===== src/rtl/cv32e41s_rvfi_pkg.sv =====
// rtl/cv32e41s_rvfi_pkg.sv - shared types and lane helpers for RVFI data OBI response tracking
package cv32e41s_rvfi_pkg;

    typedef struct packed {
        logic [31:0] addr;
        logic        we;
        logic [3:0]  be;
        logic [31:0] wdata;
    } rvfi_obi_trans_t;

    // Rotate right by whole bytes: duplicate the word so shifted-out lanes wrap around.
    function automatic logic [31:0] obi_ror32(input logic [31:0] data, input logic [1:0] off);
        logic [63:0] dbl;
        dbl = {data, data} >> {off, 3'b000};
        return dbl[31:0];
    endfunction

    function automatic logic [31:0] obi_be_expand(input logic [3:0] be);
        logic [31:0] mask;
        mask = '0;
        for (int i = 0; i < 4; i++) begin
            mask[8*i +: 8] = {8{be[i]}};
        end
        return mask;
    endfunction

endpackage


===== src/rtl/cv32e41s_rvfi_obi_fifo.sv =====
// rtl/cv32e41s_rvfi_obi_fifo.sv - in-order tracker of granted OBI requests awaiting rvalid
module cv32e41s_rvfi_obi_fifo
    import cv32e41s_rvfi_pkg::*;
#(
    parameter int unsigned DEPTH = 2
) (
    input  logic                           clk,
    input  logic                           rst_n,
    input  logic                           push_i,
    input  rvfi_obi_trans_t                push_data_i,
    input  logic                           pop_i,
    output rvfi_obi_trans_t                pop_data_o,
    output logic                           full_o,
    output logic                           empty_o,
    output logic [$clog2(DEPTH+1)-1:0]     count_o
);

    localparam int unsigned AW = (DEPTH > 1) ? $clog2(DEPTH) : 1;
    localparam int unsigned CW = $clog2(DEPTH + 1);
    localparam logic [AW-1:0] LAST_PTR = AW'(DEPTH - 1);
    localparam logic [CW-1:0] FULL_CNT = CW'(DEPTH);

    rvfi_obi_trans_t mem_q [DEPTH];
    logic [AW-1:0]   wptr_q, wptr_d;
    logic [AW-1:0]   rptr_q, rptr_d;
    logic [CW-1:0]   count_q, count_d;

    always_comb begin
        wptr_d  = wptr_q;
        rptr_d  = rptr_q;
        count_d = count_q;
        if (push_i) begin
            wptr_d = (wptr_q == LAST_PTR) ? '0 : wptr_q + 1'b1;
        end
        if (pop_i) begin
            rptr_d = (rptr_q == LAST_PTR) ? '0 : rptr_q + 1'b1;
        end
        case ({push_i, pop_i})
            2'b10:   count_d = count_q + 1'b1;
            2'b01:   count_d = count_q - 1'b1;
            default: count_d = count_q;
        endcase
    end

    always_ff @(posedge clk) begin
        if (!rst_n) begin
            wptr_q  <= '0;
            rptr_q  <= '0;
            count_q <= '0;
            for (int i = 0; i < DEPTH; i++) begin
                mem_q[i] <= '0;
            end
        end else begin
            if (push_i) begin
                mem_q[wptr_q] <= push_data_i;
            end
            wptr_q  <= wptr_d;
            rptr_q  <= rptr_d;
            count_q <= count_d;
        end
    end

    // Read is combinational from the pre-edge array, so a same-cycle push never aliases the pop.
    assign pop_data_o = mem_q[rptr_q];
    assign full_o     = (count_q == FULL_CNT);
    assign empty_o    = (count_q == '0);
    assign count_o    = count_q;

endmodule


===== src/rtl/cv32e41s_rvfi_data_obi_resp.sv =====
// rtl/cv32e41s_rvfi_data_obi_resp.sv - pairs data OBI grants with responses and emits aligned records
module cv32e41s_rvfi_data_obi_resp
    import cv32e41s_rvfi_pkg::*;
#(
    parameter int unsigned DEPTH = 2
) (
    input  logic                           clk,
    input  logic                           rst_n,
    input  logic                           obi_req_i,
    input  logic                           obi_gnt_i,
    input  logic [31:0]                    obi_addr_i,
    input  logic                           obi_we_i,
    input  logic [3:0]                     obi_be_i,
    input  logic [31:0]                    obi_wdata_i,
    input  logic                           obi_rvalid_i,
    input  logic [31:0]                    obi_rdata_i,
    input  logic                           obi_err_i,
    output logic                           resp_valid_o,
    output logic [31:0]                    resp_addr_o,
    output logic                           resp_we_o,
    output logic [3:0]                     resp_be_o,
    output logic [31:0]                    resp_rdata_o,
    output logic [31:0]                    resp_wdata_o,
    output logic                           resp_err_o,
    output logic [$clog2(DEPTH+1)-1:0]     outstanding_o,
    output logic                           protocol_err_o
);

    rvfi_obi_trans_t push_data;
    rvfi_obi_trans_t pop_data;
    logic            fifo_full;
    logic            fifo_empty;
    logic            granted;
    logic            do_push;
    logic            do_pop;
    logic            violation;

    logic [1:0]  off;
    logic [3:0]  be_al;
    logic [31:0] rdata_al;
    logic [31:0] wdata_al;

    logic        resp_valid_q;
    logic [31:0] resp_addr_q,  resp_addr_d;
    logic        resp_we_q,    resp_we_d;
    logic [3:0]  resp_be_q,    resp_be_d;
    logic [31:0] resp_rdata_q, resp_rdata_d;
    logic [31:0] resp_wdata_q, resp_wdata_d;
    logic        resp_err_q,   resp_err_d;
    logic        protocol_err_q;

    assign push_data = '{addr: obi_addr_i, we: obi_we_i, be: obi_be_i, wdata: obi_wdata_i};
    assign granted   = obi_req_i && obi_gnt_i;
    // Emptiness is the pre-push state, so a response can never retire its own grant cycle.
    assign do_pop    = obi_rvalid_i && !fifo_empty;
    assign do_push   = granted && (!fifo_full || do_pop);
    assign violation = (obi_rvalid_i && fifo_empty) || (granted && fifo_full && !do_pop);

    cv32e41s_rvfi_obi_fifo #(
        .DEPTH (DEPTH)
    ) u_fifo (
        .clk         (clk),
        .rst_n       (rst_n),
        .push_i      (do_push),
        .push_data_i (push_data),
        .pop_i       (do_pop),
        .pop_data_o  (pop_data),
        .full_o      (fifo_full),
        .empty_o     (fifo_empty),
        .count_o     (outstanding_o)
    );

    always_comb begin
        off      = pop_data.addr[1:0];
        be_al    = pop_data.be >> off;
        rdata_al = obi_ror32(obi_rdata_i, off) & obi_be_expand(be_al);
        wdata_al = obi_ror32(pop_data.wdata, off);

        resp_addr_d  = resp_addr_q;
        resp_we_d    = resp_we_q;
        resp_be_d    = resp_be_q;
        resp_rdata_d = resp_rdata_q;
        resp_wdata_d = resp_wdata_q;
        resp_err_d   = resp_err_q;
        if (do_pop) begin
            resp_addr_d  = pop_data.addr;
            resp_we_d    = pop_data.we;
            resp_be_d    = be_al;
            resp_rdata_d = pop_data.we ? 32'h0 : rdata_al;
            resp_wdata_d = pop_data.we ? wdata_al : 32'h0;
            resp_err_d   = obi_err_i;
        end
    end

    always_ff @(posedge clk) begin
        if (!rst_n) begin
            resp_valid_q   <= 1'b0;
            resp_addr_q    <= '0;
            resp_we_q      <= 1'b0;
            resp_be_q      <= '0;
            resp_rdata_q   <= '0;
            resp_wdata_q   <= '0;
            resp_err_q     <= 1'b0;
            protocol_err_q <= 1'b0;
        end else begin
            resp_valid_q   <= do_pop;
            resp_addr_q    <= resp_addr_d;
            resp_we_q      <= resp_we_d;
            resp_be_q      <= resp_be_d;
            resp_rdata_q   <= resp_rdata_d;
            resp_wdata_q   <= resp_wdata_d;
            resp_err_q     <= resp_err_d;
            protocol_err_q <= protocol_err_q | violation;
        end
    end

    assign resp_valid_o   = resp_valid_q;
    assign resp_addr_o    = resp_addr_q;
    assign resp_we_o      = resp_we_q;
    assign resp_be_o      = resp_be_q;
    assign resp_rdata_o   = resp_rdata_q;
    assign resp_wdata_o   = resp_wdata_q;
    assign resp_err_o     = resp_err_q;
    assign protocol_err_o = protocol_err_q;

endmodule


===== config.mk =====
export PLATFORM = sky130hd
export DESIGN_NAME = cv32e41s_rvfi_data_obi_resp
export DESIGN_NICKNAME = d
export VERILOG_FILES = /design/src/rtl/cv32e41s_rvfi_pkg.sv /design/src/rtl/cv32e41s_rvfi_obi_fifo.sv /design/src/rtl/cv32e41s_rvfi_data_obi_resp.sv
export SDC_FILE = /design/constraint.sdc
export NUM_CORES = 1
export LEC_CHECK = 0
export CAP_MARGIN = 20
export CORE_MARGIN = 2
export CORE_UTILIZATION = 30
export CTS_CLUSTER_DIAMETER = 40
export DETAILED_ROUTE_END_ITERATION = 6
export SYNTH_ARGS = -nofsm -noshare
export SYNTH_HDL_FRONTEND = slang
export SYNTH_SLANG_ARGS = --single-unit

===== constraint.sdc =====
create_clock -name clk -period 6.37 [get_ports clk]
set_clock_uncertainty 0.1 [all_clocks]
set_input_delay 0.637 -clock clk [delete_from_list [all_inputs] [get_ports clk]]
set_output_delay 0.637 -clock clk [all_outputs]
set_load 0.01 [all_outputs]

==> Word level (Yosys, flattened, before mapping) <==
Memories as Yosys holds them, arrays and structs flattened. A register that Yosys moved wholly into a read port is not among the register bits.
Cells that the tools add are included.
{ "word_totals": {"reg_bits": 108, "out_inout_bits": 106, "input_bits": 107, "ram_bits": 138, "n_memories": 1, "word_cells": 52} }
{ "classes": {"n_bitwise": 2, "reduce_logical": 14, "n_mux": 14, "n_shift": 3, "n_addsub": 4, "n_eq_ne": 3} }
{ "memory_table": {"columns": ["name", "words", "width", "read_ports", "rd_clocked_by_memory_dff", "write_ports", "line", "text"], "rows": [
  ["u_fifo.mem_q", 2, 69, 1, 1, 2, "cv32e41s_rvfi_obi_fifo.sv:23", "rvfi_obi_trans_t mem_q [DEPTH];"]
]} }
{ "ops": {"columns": ["op", "n"], "rows": [
  ["right shift 64 x 5 -> 32 bit", 2],
  ["2-to-1 mux 69 bit", 1],
  ["OR reduction 69 bit", 1],
  ["2-to-1 mux 32 bit", 2],
  ["AND 32 bit", 1],
  ["2-to-1 mux 1 bit", 10],
  ["logical AND 1 bit", 6],
  ["equality test 2 bit (second input constant)", 2],
  ["case mux 2 bit (2 select lines)", 1],
  ["right shift 4 x 2 -> 4 bit", 1],
  ["logical NOT 1 bit", 3],
  ["adder 1 bit (second input constant)", 2],
  ["adder 2 x 1 -> 2 bit (second input constant)", 1],
  ["equality test 2 x 1 -> 1 bit (second input constant)", 1],
  ["logical NOT 2 bit", 1],
  ["logical OR 1 bit", 2],
  ["nonzero test 2 bit", 1],
  ["subtractor 2 x 1 -> 2 bit (second input constant)", 1],
  ["OR 1 bit", 1]
]} }

==> Depth between registers and ports, before layout <==
Gate-level depths: netlist of run 1.
{ "depth": {"ltp_word": 10, "depth_mapped": 8, "mapped_depth_nobuf": 5} }

==> By module <==
Synthesis of run 1 repeated with hierarchy kept, for this count alone.
{ "hier_totals": {"hier_cells": 969, "area_unflattened_um2": 11210.8} }
{ "by_module_without_submodules": {"columns": ["module", "area_each_um2", "cells_each", "seq_area_each_um2", "n_inst"], "rows": [
  ["cv32e41s_rvfi_obi_fifo", 6073.3, 469, 4244.1, 1],
  ["cv32e41s_rvfi_data_obi_resp", 5137.4, 500, 2082.0, 1]
]} }

==> Worst setup path before layout of run 1 <==
OpenSTA, ideal clock, no wires.
{ "synth_path": {"kind": "input-to-reg", "start": "input port obi_req_i", "end": "memory u_fifo.mem_q[0][0] in the netlist's numbering (enable)", "arrival_time_ns": 5.821, "n_path_buf": 0, "setup_time_ns": 0.591, "stages": 4, "setup_slack_ns": -0.142, "required_ns": 5.679, "cell_sequence": "nand2_1 -> a21oi_2 -> inv_1 -> o21ai_0"} }
{ "synth_lines": {"columns": ["item", "line", "text"], "rows": [
  ["from (decl)", "cv32e41s_rvfi_data_obi_resp.sv:9", "input logic obi_req_i,"],
  ["to (decl)", "cv32e41s_rvfi_obi_fifo.sv:23", null]
]} }

==> summary by stage, run 1 <==
STA
Timing would allow up to 0.2994 GHz. The transition time of the tightest slew-check pin is 0.9831 ns. The total negative setup slack is 0 ns. Setup repair after global routing left no endpoint under its margin.

The relative max-transition margin is 34.46%. The count of final setup violators is 0. The final critical-path share of the clock period is 52.43%. The worst path in the final design needs a cycle of 3.340 ns, including I/O delays and setup. The final max-slew violation count came to 0.

Once routing completed, OpenROAD measured the worst setup slack at 3.030 ns. The number of hold violations in the final report is 0.

Logic synthesis
The average instance area after synthesis is 10.86 um^2. For this run, the register share of the synthesized area comes to 57.40%. The number of nets in the synthesized netlist is 1122. The most common flop cell mapped by yosys is sky130_fd_sc_hd__edfxtp_1. The synthesized design contains 138 enable-type register cells. The fraction of synthesized cell area taken by the top area cell type is 37.60%. The largest total area in the synthesized netlist belongs to sky130_fd_sc_hd__edfxtp_1.

The most used standard cell by instance count after synthesis is sky130_fd_sc_hd__and2_1. In the synthesized netlist, the cells that appear most often are 152 x sky130_fd_sc_hd__and2_1, 138 x sky130_fd_sc_hd__edfxtp_1, 109 x sky130_fd_sc_hd__dfxtp_1. The mapped cell area is 11020 um^2. After synthesis, the share of flip-flops with an asynchronous set or reset is 0%. The total of warnings raised by yosys is 0. After technology mapping, the gate count stands at 1015. The synthesized design contains 247 register bits.

Sorting the synthesized cells by area gives the leading types as sky130_fd_sc_hd__edfxtp_1 38%, sky130_fd_sc_hd__dfxtp_1 20%, sky130_fd_sc_hd__and2_1 8.6%. The number of distinct library cell variants in the gate-level netlist after synthesis is 40.

Setup path
The worst setup path is of the flop to flop kind. The number of cells on the worst reg-to-reg path is 7. The data required time at the worst endpoint is 6.73 ns.

The largest stage delay on the critical path is 0.78 ns. STA classifies the critical path startpoint as a flop. The reg2reg setup slack is 3.03 ns.

The worst reg2reg path endpoint is resp_rdata_o[15]. On the critical path, the stage with the largest delay is an instance of sky130_fd_sc_hd__dfxtp_4. The largest fanout on the critical path is 68. STA classifies the critical path endpoint as a flop. The critical path goes through buf_4, mux2i_2, buf_4, nand3_1, o21ai_1, a32oi_1, nor2_1. The arrival time at the worst endpoint is 3.70 ns.

Counting both buffers and inverters, the worst setup path holds a total of 2. The cell that appears most often on the critical path is sky130_fd_sc_hd__buf_4. Among cell families on the critical path, the largest total delay comes from buffers and inverters.

Finish
The finished cells cover 15020 um^2. The signed area change from the synthesized netlist to the final layout is 36.31%. For this run, the share of the core covered by cells in the final layout is 41.23%. The post-route netlist has 8.717% of its cells at a drive strength greater than 1.

The layout net count is 1314.

Power
Sequential cells burn 39.7% of the power. The largest voltage drop on the vdd net is 174.5 uV. The standby leakage power is 5.585 nW. The clock share of power is 48.7%.

Summed over all nets, the switching power comes to 0.001153 W. The proportion of total power due to net switching is 25.04%. The power density normalized to cell area is 306.7 nW/um^2. The design draws 0.004607 W. The share of total power in combinational logic is 11.6%. The internal portion of the total power is 0.003454 W.

Status
The run finished with clean final reports.

Detailed routing
The total wire length is 29.44 mm. The final routed DRC violation total is 0. The first TritonRoute pass finished after 6 iterations. The routed layout has 8134 vias.

In the final routed layout, each cell accounts on average for 17.23 um. The number of nets with antenna violations after routing is 0. The ratio of routed vias to standard cells is 4.760. The initial detailed-routing violation count is 369.

Clocking
The post-CTS setup buffer count is 0. Buffers inserted during clock tree synthesis total 41. The number of hold buffers added after CTS was 0. The H-tree was split into 2 levels. The number of buffers between clock root and the deepest sink is 3. At the later pin of the worst-skew pair, clock insertion delay measures 0.54 ns.

TritonCTS built the clock tree. The root buffer cell chosen for the clock tree is sky130_fd_sc_hd__clkbuf_16. After clock tree synthesis, the clock-pin slew on the worst setup and hold paths is 0.04 ns. The post-cts resize count is 0. The total number of clock tree sinks is 247.

Global route
Global routing consumed, over all layers together, 15.25% of the routing resources. The via count of the first global-routing pass is 7955. The overflow left after global routing is 0. The global-route wire length before repair is 45.47 mm.

The number of antenna violations at the first check in global routing is 7. The largest net degree at the start of global routing is 73.

Place
The cell area after placement is 13580 um^2. The congestion estimate from routability-driven global placement came to 0.7878. The total half-perimeter wirelength after legalization and detailed placement is 19.58 mm. The worst-case setup slack after placement is 2.588 ns. The number of input and output port buffers inserted is 212.

Floorplan
The initial utilization of the core area, before any placement, comes to 30.25%. The die covers 38280 um^2. In this run the core area contains 70 standard-cell rows.

The count of pins on the block boundary is 213. The overall die height is 195.7 um. The die is 195.7 um wide.

The region available for standard cell placement spans 36430 um^2.

Min path
The worst hold path passes through 2 cells. The end of the worst hold path is resp_wdata_o[31]. The hold path startpoint is resp_wdata_o[31]. In this run the worst hold path is classified as flop to flop.

Run
The tool flagged a number of max-cap violations equal to 0.
-- registers in the layout, indices dropped and copies added (netlist names), 2 cells and up, named ones only --
register and cells:
resp_addr_o 32, u_fifo.count_o 2, resp_be_o 4, u_fifo.mem_q 138
resp_rdata_o 32, resp_wdata_o 32
-- per-layer routing --
| metal | global-route usage, % | share of wire [%] | wire length [um] | up-vias |
|---|---|---|---|---|
| li1 | - | - | - | 4047 |
| met5 | 0 | 0.19 | 56 | - |
| met3 | 4.710 | 7.3 | 2138 | 64 |
| met1 | 19.65 | 45 | 13210 | 3795 |
| met2 | 24.39 | 45 | 13290 | 220 |
| met4 | 5.163 | 2.5 | 745 | 8 |
-- kinds of logic (layout without fill, tap and decap cells) --
group | Yosys count | count (layout) | share of synthesized area (%)
AND/OR/NAND/NOR | 390 | 390 | 17.90
buffers and inverters | 81 | 305 | 3.111
multiplexers | 100 | 100 | 9.139
XOR/XNOR | 3 | 3 | 0.2385
flip-flops | 247 | 247 | 57.40
AO/OA/AOI/OAI | 194 | 194 | 12.20
other | 0 | 2 | 0
-- worst max-delay path by stage --
stage,from,endpoint,slack (ns),cells past startpoint
finish,flop,resp_rdata_o[15],3.03,7
global placement,obi_rvalid_i,u_fifo.mem_q[1][17],2.63,6
detailed placement,obi_rvalid_i,u_fifo.mem_q[1][18],2.59,6
global route,flop,resp_rdata_o[11],2.76,7
floorplan,obi_req_i,u_fifo.mem_q[0][0],1.72,4
CTS,flop,resp_rdata_o[15],3.02,7
-- layout make-up --
| type | count | area, um^2 |
|---|---|---|
| Tap cell | 468 | 585.6 |
| Fill cell | 3446 | 21410 |
| Multi-Input combinational cell | 687 | 4407 |
| Sequential cell | 247 | 6330 |
| Antenna cell | 2 | 5.005 |
| Clock buffer | 50 | 1121 |
| Inverter | 2 | 7.507 |
| Clock inverter | 25 | 289.0 |
| Timing Repair Buffer | 228 | 2277 |
-- power groups by stage --
stage	Sequential, W	Combinational [W]	Clock [W]
6_report	0.00183	0.000535	0.00224
3_3_place_gp	0.00186	0.000530	0
4_1_cts	0.00183	0.000540	0.00229
5_1_grt	0.00184	0.000587	0.00235
3_5_place_dp	0.00186	0.000538	0
2_1_floorplan	0.00185	0.000302	0
-- tightest hold or removal path: cells and delay by family, from the launching register on --
kind	cells	cell delay (ns)
flops	1	0.30
simple gates	2	0.09
-- placed cells by master (no fill, tap or decap), types with 32 or more instances in the layout --
master | Yosys | routed
sky130_fd_sc_hd__nor2_1 | 81 | 78
sky130_fd_sc_hd__a211oi_1 | 64 | 64
sky130_fd_sc_hd__clkbuf_16 | 0 | 42
sky130_fd_sc_hd__mux2i_1 | 95 | 93
sky130_fd_sc_hd__a22oi_1 | 39 | 39
sky130_fd_sc_hd__edfxtp_1 | 138 | 138
sky130_fd_sc_hd__clkdlybuf4s50_1 | 0 | 212
sky130_fd_sc_hd__nor2b_1 | 32 | 32
sky130_fd_sc_hd__a21oi_1 | 41 | 41
sky130_fd_sc_hd__and2_1 | 152 | 152
sky130_fd_sc_hd__nand2_1 | 108 | 108
sky130_fd_sc_hd__dfxtp_1 | 109 | 108
-- stage by stage --
stage,hold WS (ns),instances
after floorplan,0.3625,1015
after global placement,0.3257,1628
after detailed placement,0.3301,1630
after CTS,0.3377,1705
after global routing,0.3514,1707
final,0.3333,1709
Power figures use the tool's default switching activity.
==> run 2, diff against run 1 <==
==> constraint.sdc (replaced) <==
create_clock -name clk -period 3.48 [get_ports clk]
set_clock_uncertainty 0.1 [all_clocks]
set_input_delay 0.348 -clock clk [delete_from_list [all_inputs] [get_ports clk]]
set_output_delay 0.348 -clock clk [all_outputs]
set_load 0.01 [all_outputs]
==> run 2 against run 1 <==
Compared with the run above:
- clock power rose by 92%
- maximum frequency increased by 27%
- largest power group unchanged
- final area rose by 0.60%
- sequential power grew 82%
- non-clock buffer count is 3 higher
- critical path type unchanged
- cell count grew 0.41%
==> summary by stage, run 2 (synthesis gave the netlist of run 1 again) <==
Status
Result of the run: finished, final reports clean (unchanged).

Global route
The met3 global-route usage is 4.435% (was 4.710%). The fraction of met1 tracks used by global routing is 19.77% (was 19.65%). The highest-utilization routing layer at the global route stage is met2 (unchanged). The largest net degree at the start of global routing is 72 (was 73). The overflow left after global routing came to 0 (unchanged).

The met2 capacity usage during global routing was 24.71% (was 24.39%). The number of antenna violations at the first check in global routing was 7 (unchanged). The via count of the first global-routing pass is 7973 (was 7955).

The global-route wire length before repair was 45.61 mm (was 45.47 mm). The overall routing resource usage is 15.23% (was 15.25%).

Clocking
The post-cts resize count came to 0 (unchanged). The total number of clock tree sinks is 247 (unchanged). The total clock buffers created by CTS was 42 (was 41).

The cell at the root of the clock tree is sky130_fd_sc_hd__clkbuf_16 (unchanged). The number of buffers between clock root and the deepest sink was 3 (unchanged). The cts-stage hold buffer count is 0 (unchanged). The post-CTS setup buffer count came to 0 (unchanged). The clock edge transition at the registers on the reported setup and hold paths was 0.05 ns (was 0.04 ns).

The clock tree from TritonCTS is built (unchanged). The H-tree depth is 2 (unchanged). The clock latency on the worst-skew pair is 0.54 ns (about the same).

Finish
The layout net count is 1318 (was 1314). Commonest cells after routing, fill and taps aside: 212 x sky130_fd_sc_hd__clkdlybuf4s50_1, 152 x sky130_fd_sc_hd__and2_1, 138 x sky130_fd_sc_hd__edfxtp_1 (unchanged). The end-of-flow core utilization was 41.48% (was 41.23%). The signed area change from the synthesized netlist to the final layout came to 37.13% (was 36.31%).

The ratio of cells with drive above 1 in the final layout is 9.317% (was 8.717%). The flip-flop count of the largest register after layout is 138 (unchanged). The register containing the most flip-flops in the final layout is u_fifo.mem_q (unchanged). The leading cell type in the layout, fill and taps excluded was sky130_fd_sc_hd__clkdlybuf4s50_1 (unchanged).

Place
The number of input and output port buffers inserted came to 212 (unchanged). The global placement routability congestion came to 0.8867 (was 0.7878). The total half-perimeter wirelength after legalization and detailed placement is 19.85 mm (was 19.58 mm).

STA
The transition time of the tightest slew-check pin is 0.8436 ns (was 0.9831 ns). The maximum clock frequency is 0.3813 GHz (was 0.2994 GHz). The number of hold violations in the final report is 0 (unchanged). The relative max-transition margin is 43.76% (was 34.46%). The minimum period implied by the final worst setup slack is 2.622 ns (was 3.340 ns). Unrepaired setup endpoints after global routing: false (unchanged). The total negative setup slack is 0 ns (unchanged). The count of final setup violators is 0 (unchanged). The final critical-path share of the clock period was 75.35% (was 52.43%).

The final max-slew violation count is 0 (unchanged).

Setup path
The largest fanout on the critical path is 22 (was 68). The arrival time at the worst endpoint is 2.98 ns (was 3.70 ns). The type of origin of the critical path is a flop (unchanged). The element type at the critical path end is a flop (unchanged). The critical path class is flop to flop (unchanged).

The data required time at the worst endpoint is 3.84 ns (was 6.73 ns).

Detailed routing
The total wire length was 29.61 mm (was 29.44 mm). The number of nets with antenna violations after routing was 0 (unchanged). The initial detailed-routing violation count came to 320 (was 369). The total vias in the final route is 8073 (was 8134). The number of optimization iterations in the first detailed-route pass is 5 (was 6). The final routed DRC violation total is 0 (unchanged).

The ratio of routed vias to standard cells is 4.705 (was 4.760). The average wire per standard cell is 17.25 um (was 17.23 um).

Floorplan
The floorplan core area is 36430 um^2 (unchanged). The overall die height is 195.7 um (unchanged). The count of pins on the block boundary was 213 (unchanged). The initial core utilization came to 30.25% (unchanged). The placement row count was 70 (unchanged). The chip width is 195.7 um (unchanged). The total die area is 38280 um^2 (unchanged).

Power
The largest voltage drop on the vdd net came to 356.2 uV (was 174.5 uV). The power density normalized to cell area came to 570.2 nW/um^2 (was 306.7 nW/um^2). The standby leakage power is 5.657 nW (was 5.585 nW).

Min path
The path category of the worst min-delay check is input port to flop (was flop to flop). The hold path startpoint is obi_err_i (was resp_wdata_o[31]).

Run
The number of max-capacitance violations reported is 0 (unchanged).
## run 2: cell types whose count changed in the layout (fill, tap and decap cells not counted)
| cell | delta |
|---|---|
| sky130_fd_sc_hd__buf_12 | +1 |
| sky130_fd_sc_hd__buf_4 | +5 |
| sky130_fd_sc_hd__buf_8 | -3 |
| sky130_fd_sc_hd__clkbuf_1 | -3 |
| sky130_fd_sc_hd__clkbuf_16 | +1 |
| sky130_fd_sc_hd__clkbuf_8 | +2 |
| sky130_fd_sc_hd__clkinv_1 | +1 |
| sky130_fd_sc_hd__clkinv_2 | -1 |
| sky130_fd_sc_hd__clkinv_4 | +2 |
| sky130_fd_sc_hd__clkinvlp_4 | -5 |
| sky130_fd_sc_hd__diode_2 | +1 |
| sky130_fd_sc_hd__inv_4 | +1 |
| sky130_fd_sc_hd__inv_6 | +3 |
| sky130_fd_sc_hd__inv_8 | +2 |
## run 2: worst max-delay path, cell delays in order, from the launching register on
cell and delay, ns:
sky130_fd_sc_hd__dfxtp_4 0.57, sky130_fd_sc_hd__mux2i_4 0.65, sky130_fd_sc_hd__mux2i_1 0.24, sky130_fd_sc_hd__o22ai_1 0.70, sky130_fd_sc_hd__a22oi_1 0.14, sky130_fd_sc_hd__nor2_1 0.15
## run 2: stage by stage
stage               hold slack (ns)  cells  setup WS, ns  power, W  instance area [um^2]
global placement             0.3284   1635        0.8465  0.004369                 13620
finish                       0.2618   1716        0.8577  0.008616                 15110
CTS                          0.2389   1713        0.8979  0.008717                 15100
global route                 0.2625   1713        0.7141  0.008937                 15100
floorplan                    0.3625   1015        0.2508  0.003941                 11030
detailed placement           0.3303   1635        0.7879  0.004380                 13620
## run 2: power by group
part	switching, W	total, W	internal (W)
Combinational	0.000531	0.000983	0.000452
Clock	0.00156	0.00430	0.00274
Sequential	0.0000879	0.00333	0.00324
Total	0.00218	0.00862	0.00644
## run 2: layer usage
layer	up-vias	wire, um
met5	-	45
met4	8	583
met3	50	2189
met2	231	13460
met1	3743	13330
li1	4041	-
## run 2: cell type report
| type | instances | area (um^2) |
|---|---|---|
| multi-input cells | 687 | 4407 |
| clock inverters | 28 | 322.8 |
| flip-flops and latches | 247 | 6330 |
| repair buffers | 231 | 2290 |
| diodes | 3 | 7.507 |
| inverters | 2 | 7.507 |
| fillers | 3461 | 21320 |
| clock buffers | 50 | 1162 |
| well taps | 468 | 585.6 |
## run 2: path summary, 6_finish.rpt
path / end / slack (ns) / cells after the start
hold / removal: resp_err_o / 0.26 / 3
setup reg to reg: resp_rdata_o[6] / 0.86 / 5
hold reg to reg: resp_wdata_o[27] / 0.34 / 2
setup / recovery: resp_rdata_o[6] / 0.86 / 5
==> run 3, diff against run 2 <==
==> constraint.sdc (replaced) <==
create_clock -name clk -period 2.2 [get_ports clk]
set_clock_uncertainty 0.1 [all_clocks]
set_input_delay 0.22 -clock clk [delete_from_list [all_inputs] [get_ports clk]]
set_output_delay 0.22 -clock clk [all_outputs]
set_load 0.01 [all_outputs]
==> run 3 against run 2 <==
Compared with the run above:
- register-to-register slack worse by 0.72 ns
- via count increased by 3.0%
- power is 55% higher
- first-iteration DRC count is 18% higher
- critical endpoint is now resp_rdata_o[2]
- highest routed layer unchanged
==> summary by stage, run 3 (synthesis gave the netlist of run 1 again) <==
Setup path
The element type at the critical path end is a flop (unchanged). The depth of the critical timing path with buffers and inverters included is 6 (was 5). The critical path class was flop to flop (unchanged). The critical path's top delay family is multiplexers (unchanged). The type of origin of the critical path was a flop (unchanged). The combined buffer and inverter count along the critical path is 1 (was 0).

Worst path cell trace: mux2i_4, buf_12, mux2i_1, o32ai_1, a22oi_1, nor2_1 (was mux2i_4, mux2i_1, o22ai_1, a22oi_1, nor2_1). The data required time at the worst endpoint is 2.51 ns (was 3.84 ns). The worst reg2reg path depth came to 6 (was 5). The critical path's slowest cell was sky130_fd_sc_hd__dfxtp_4 (was sky130_fd_sc_hd__o22ai_1). The largest fanout on the critical path is 28 (was 22). The arrival time at the worst endpoint came to 2.37 ns (was 2.98 ns). The largest stage delay on the critical path is 0.46 ns (was 0.70 ns).

Min path
The number of cells traversed by the worst hold path is 3 (unchanged). The path category of the worst min-delay check is input port to flop (unchanged).

Floorplan
The chip width is 195.7 um (unchanged). The initial core utilization is 30.25% (unchanged). The overall die height is 195.7 um (unchanged). The count of pins on the block boundary was 213 (unchanged). The total die area came to 38280 um^2 (unchanged). The floorplan core area is 36430 um^2 (unchanged). The placement row count came to 70 (unchanged).

Finish
The flip-flop count of the largest register after layout is 138 (unchanged). The leading cell type in the layout, fill and taps excluded is sky130_fd_sc_hd__clkdlybuf4s50_1 (unchanged). The filler-free cell count of the finished design is 1741 (was 1716). The register containing the most flip-flops in the final layout was u_fifo.mem_q (unchanged). The signed area change from the synthesized netlist to the final layout is 39.63% (was 37.13%).

Commonest cells after routing, fill and taps aside: 212 x sky130_fd_sc_hd__clkdlybuf4s50_1, 152 x sky130_fd_sc_hd__and2_1, 138 x sky130_fd_sc_hd__edfxtp_1 (unchanged). The ratio of cells with drive above 1 in the final layout is 10.73% (was 9.317%). The layout net count came to 1342 (was 1318).

Global route
The overall routing resource usage is 15.46% (was 15.23%). The largest net degree at the start of global routing is 72 (unchanged). The overflow left after global routing is 0 (unchanged).

The via count of the first global-routing pass is 8166 (was 7973). The global-route wire length before repair is 46.13 mm (was 45.61 mm). The number of antenna violations at the first check in global routing is 9 (was 7).

STA
The worst slack on hold paths is 0.1451 ns (was 0.2618 ns). The maximum clock frequency is 0.4841 GHz (was 0.3813 GHz). The final critical-path share of the clock period was 93.90% (was 75.35%). The transition time of the tightest slew-check pin was 0.5156 ns (was 0.8436 ns). The number of hold violations in the final report is 0 (unchanged).

The count of final setup violators was 0 (unchanged). Unrepaired setup endpoints after global routing: false (unchanged). The final max-slew violation count is 0 (unchanged). The relative max-transition margin was 65.63% (was 43.76%).

The minimum period implied by the final worst setup slack came to 2.066 ns (was 2.622 ns). The total negative setup slack is 0 ns (unchanged).

Detailed routing
The initial detailed-routing violation count is 378 (was 320). The final routed DRC violation total was 0 (unchanged). The number of nets with antenna violations after routing is 0 (unchanged).

The ratio of routed vias to standard cells is 4.777 (was 4.705). The average wire per standard cell is 17.20 um (was 17.25 um). The number of optimization iterations in the first detailed-route pass came to 5 (unchanged). The total wire length is 29.94 mm (was 29.61 mm).

The total vias in the final route is 8316 (was 8073).

Power
The internal power component is 0.01004 W (was 0.006436 W). The proportion of total power due to net switching is 25.00% (was 25.30%). The power density normalized to cell area came to 870.1 nW/um^2 (was 570.2 nW/um^2). The largest voltage drop on the vdd net is 499.9 uV (was 356.2 uV).

The sequential fraction of design power was 39.4% (was 38.7%). The clock share of power is 48.1% (was 49.9%). The share of total power in combinational logic is 12.5% (was 11.4%).

The standby leakage power came to 5.769 nW (was 5.657 nW). The switching component of the power is 0.003348 W (was 0.002180 W).

Clocking
The total clock buffers created by CTS is 41 (was 42). The cell at the root of the clock tree is sky130_fd_sc_hd__clkbuf_16 (unchanged). The H-tree depth was 2 (unchanged).

The total number of clock tree sinks came to 247 (unchanged). The clock tree from TritonCTS is built (unchanged). The number of buffers between clock root and the deepest sink is 3 (unchanged).

The clock edge transition at the registers on the reported setup and hold paths is 0.05 ns (about the same). The clock latency on the worst-skew pair is 0.54 ns (about the same).

Place
The global placement routability congestion came to 0.8584 (was 0.8867). The total half-perimeter wirelength after legalization and detailed placement is 20.95 mm (was 19.85 mm). The number of input and output port buffers inserted came to 212 (unchanged). The placed instance count is 1657 (was 1635).

Status
Result of the run: finished, final reports clean (unchanged).

Run
The number of max-capacitance violations reported is 0 (unchanged).
[run 3: timing repair]
item,CTS,global route
gates resized for setup,0,1
endpoints found under the setup margin,0,7
hold buffers,0,0
hold endpoints to repair,0,0
buffers inserted,0,3
[run 3: worst reg2reg max path: cells and delay by family, from the launching register on]
| kind | cells | cell delay (ns) |
|---|---|---|
| muxes | 2 | 0.72 |
| DFF | 1 | 0.46 |
| AOI/OAI and AO/OA | 2 | 0.37 |
| buffers and inverters | 1 | 0.25 |
| and+or+nand+nor | 1 | 0.06 |
[run 3: metal layers]
metal	GRT usage [%]	share of wire, %	vias up
li1	-	-	4082
met1	20.48	45	3950
met2	24.34	46	226
met3	4.659	7.5	48
met4	4.770	1.9	10
met5	0	0.19	-
[run 3: through the flow]
step	util, %	area [um^2]	setup WS (ns)	total power [W]
after floorplan	-	11070	-0.2080	0.006244
after global placement	38.28	13950	0.03521	0.007019
after detailed placement	38.28	13950	0.009030	0.007033
after CTS	42.13	15350	0.02925	0.01354
after global routing	42.21	15380	0.03957	0.01390
final	42.24	15390	0.1342	0.01339
[run 3: worst paths after layout]
path | slack, ns | endpoint | from
max | 0.13 | resp_rdata_o[2] | flop
min | 0.15 | resp_err_o | obi_err_i
max reg2reg | 0.13 | resp_rdata_o[2] | flop
min reg2reg | 0.33 | resp_wdata_o[20] | resp_wdata_o[20]
[run 3: power groups by stage]
stage / Combinational [W] / Clock, W / Sequential (W)
floorplan: 0.000887 / 0 / 0.00536
global placement: 0.00166 / 0 / 0.00536
detailed placement: 0.00167 / 0 / 0.00536
CTS: 0.00168 / 0.00659 / 0.00527
global route: 0.00183 / 0.00677 / 0.00530
finish: 0.00167 / 0.00644 / 0.00527
[run 3: layout make-up]
cell class	instances	area [um^2]
fill	3438	21050
clock inverter	27	294.0
sequential	247	6331
tap	468	585.6
multi-input combinational	687	4434
clock buffer	49	1109
timing repair buffer	256	2615
inverter	2	7.507
antenna	5	12.51
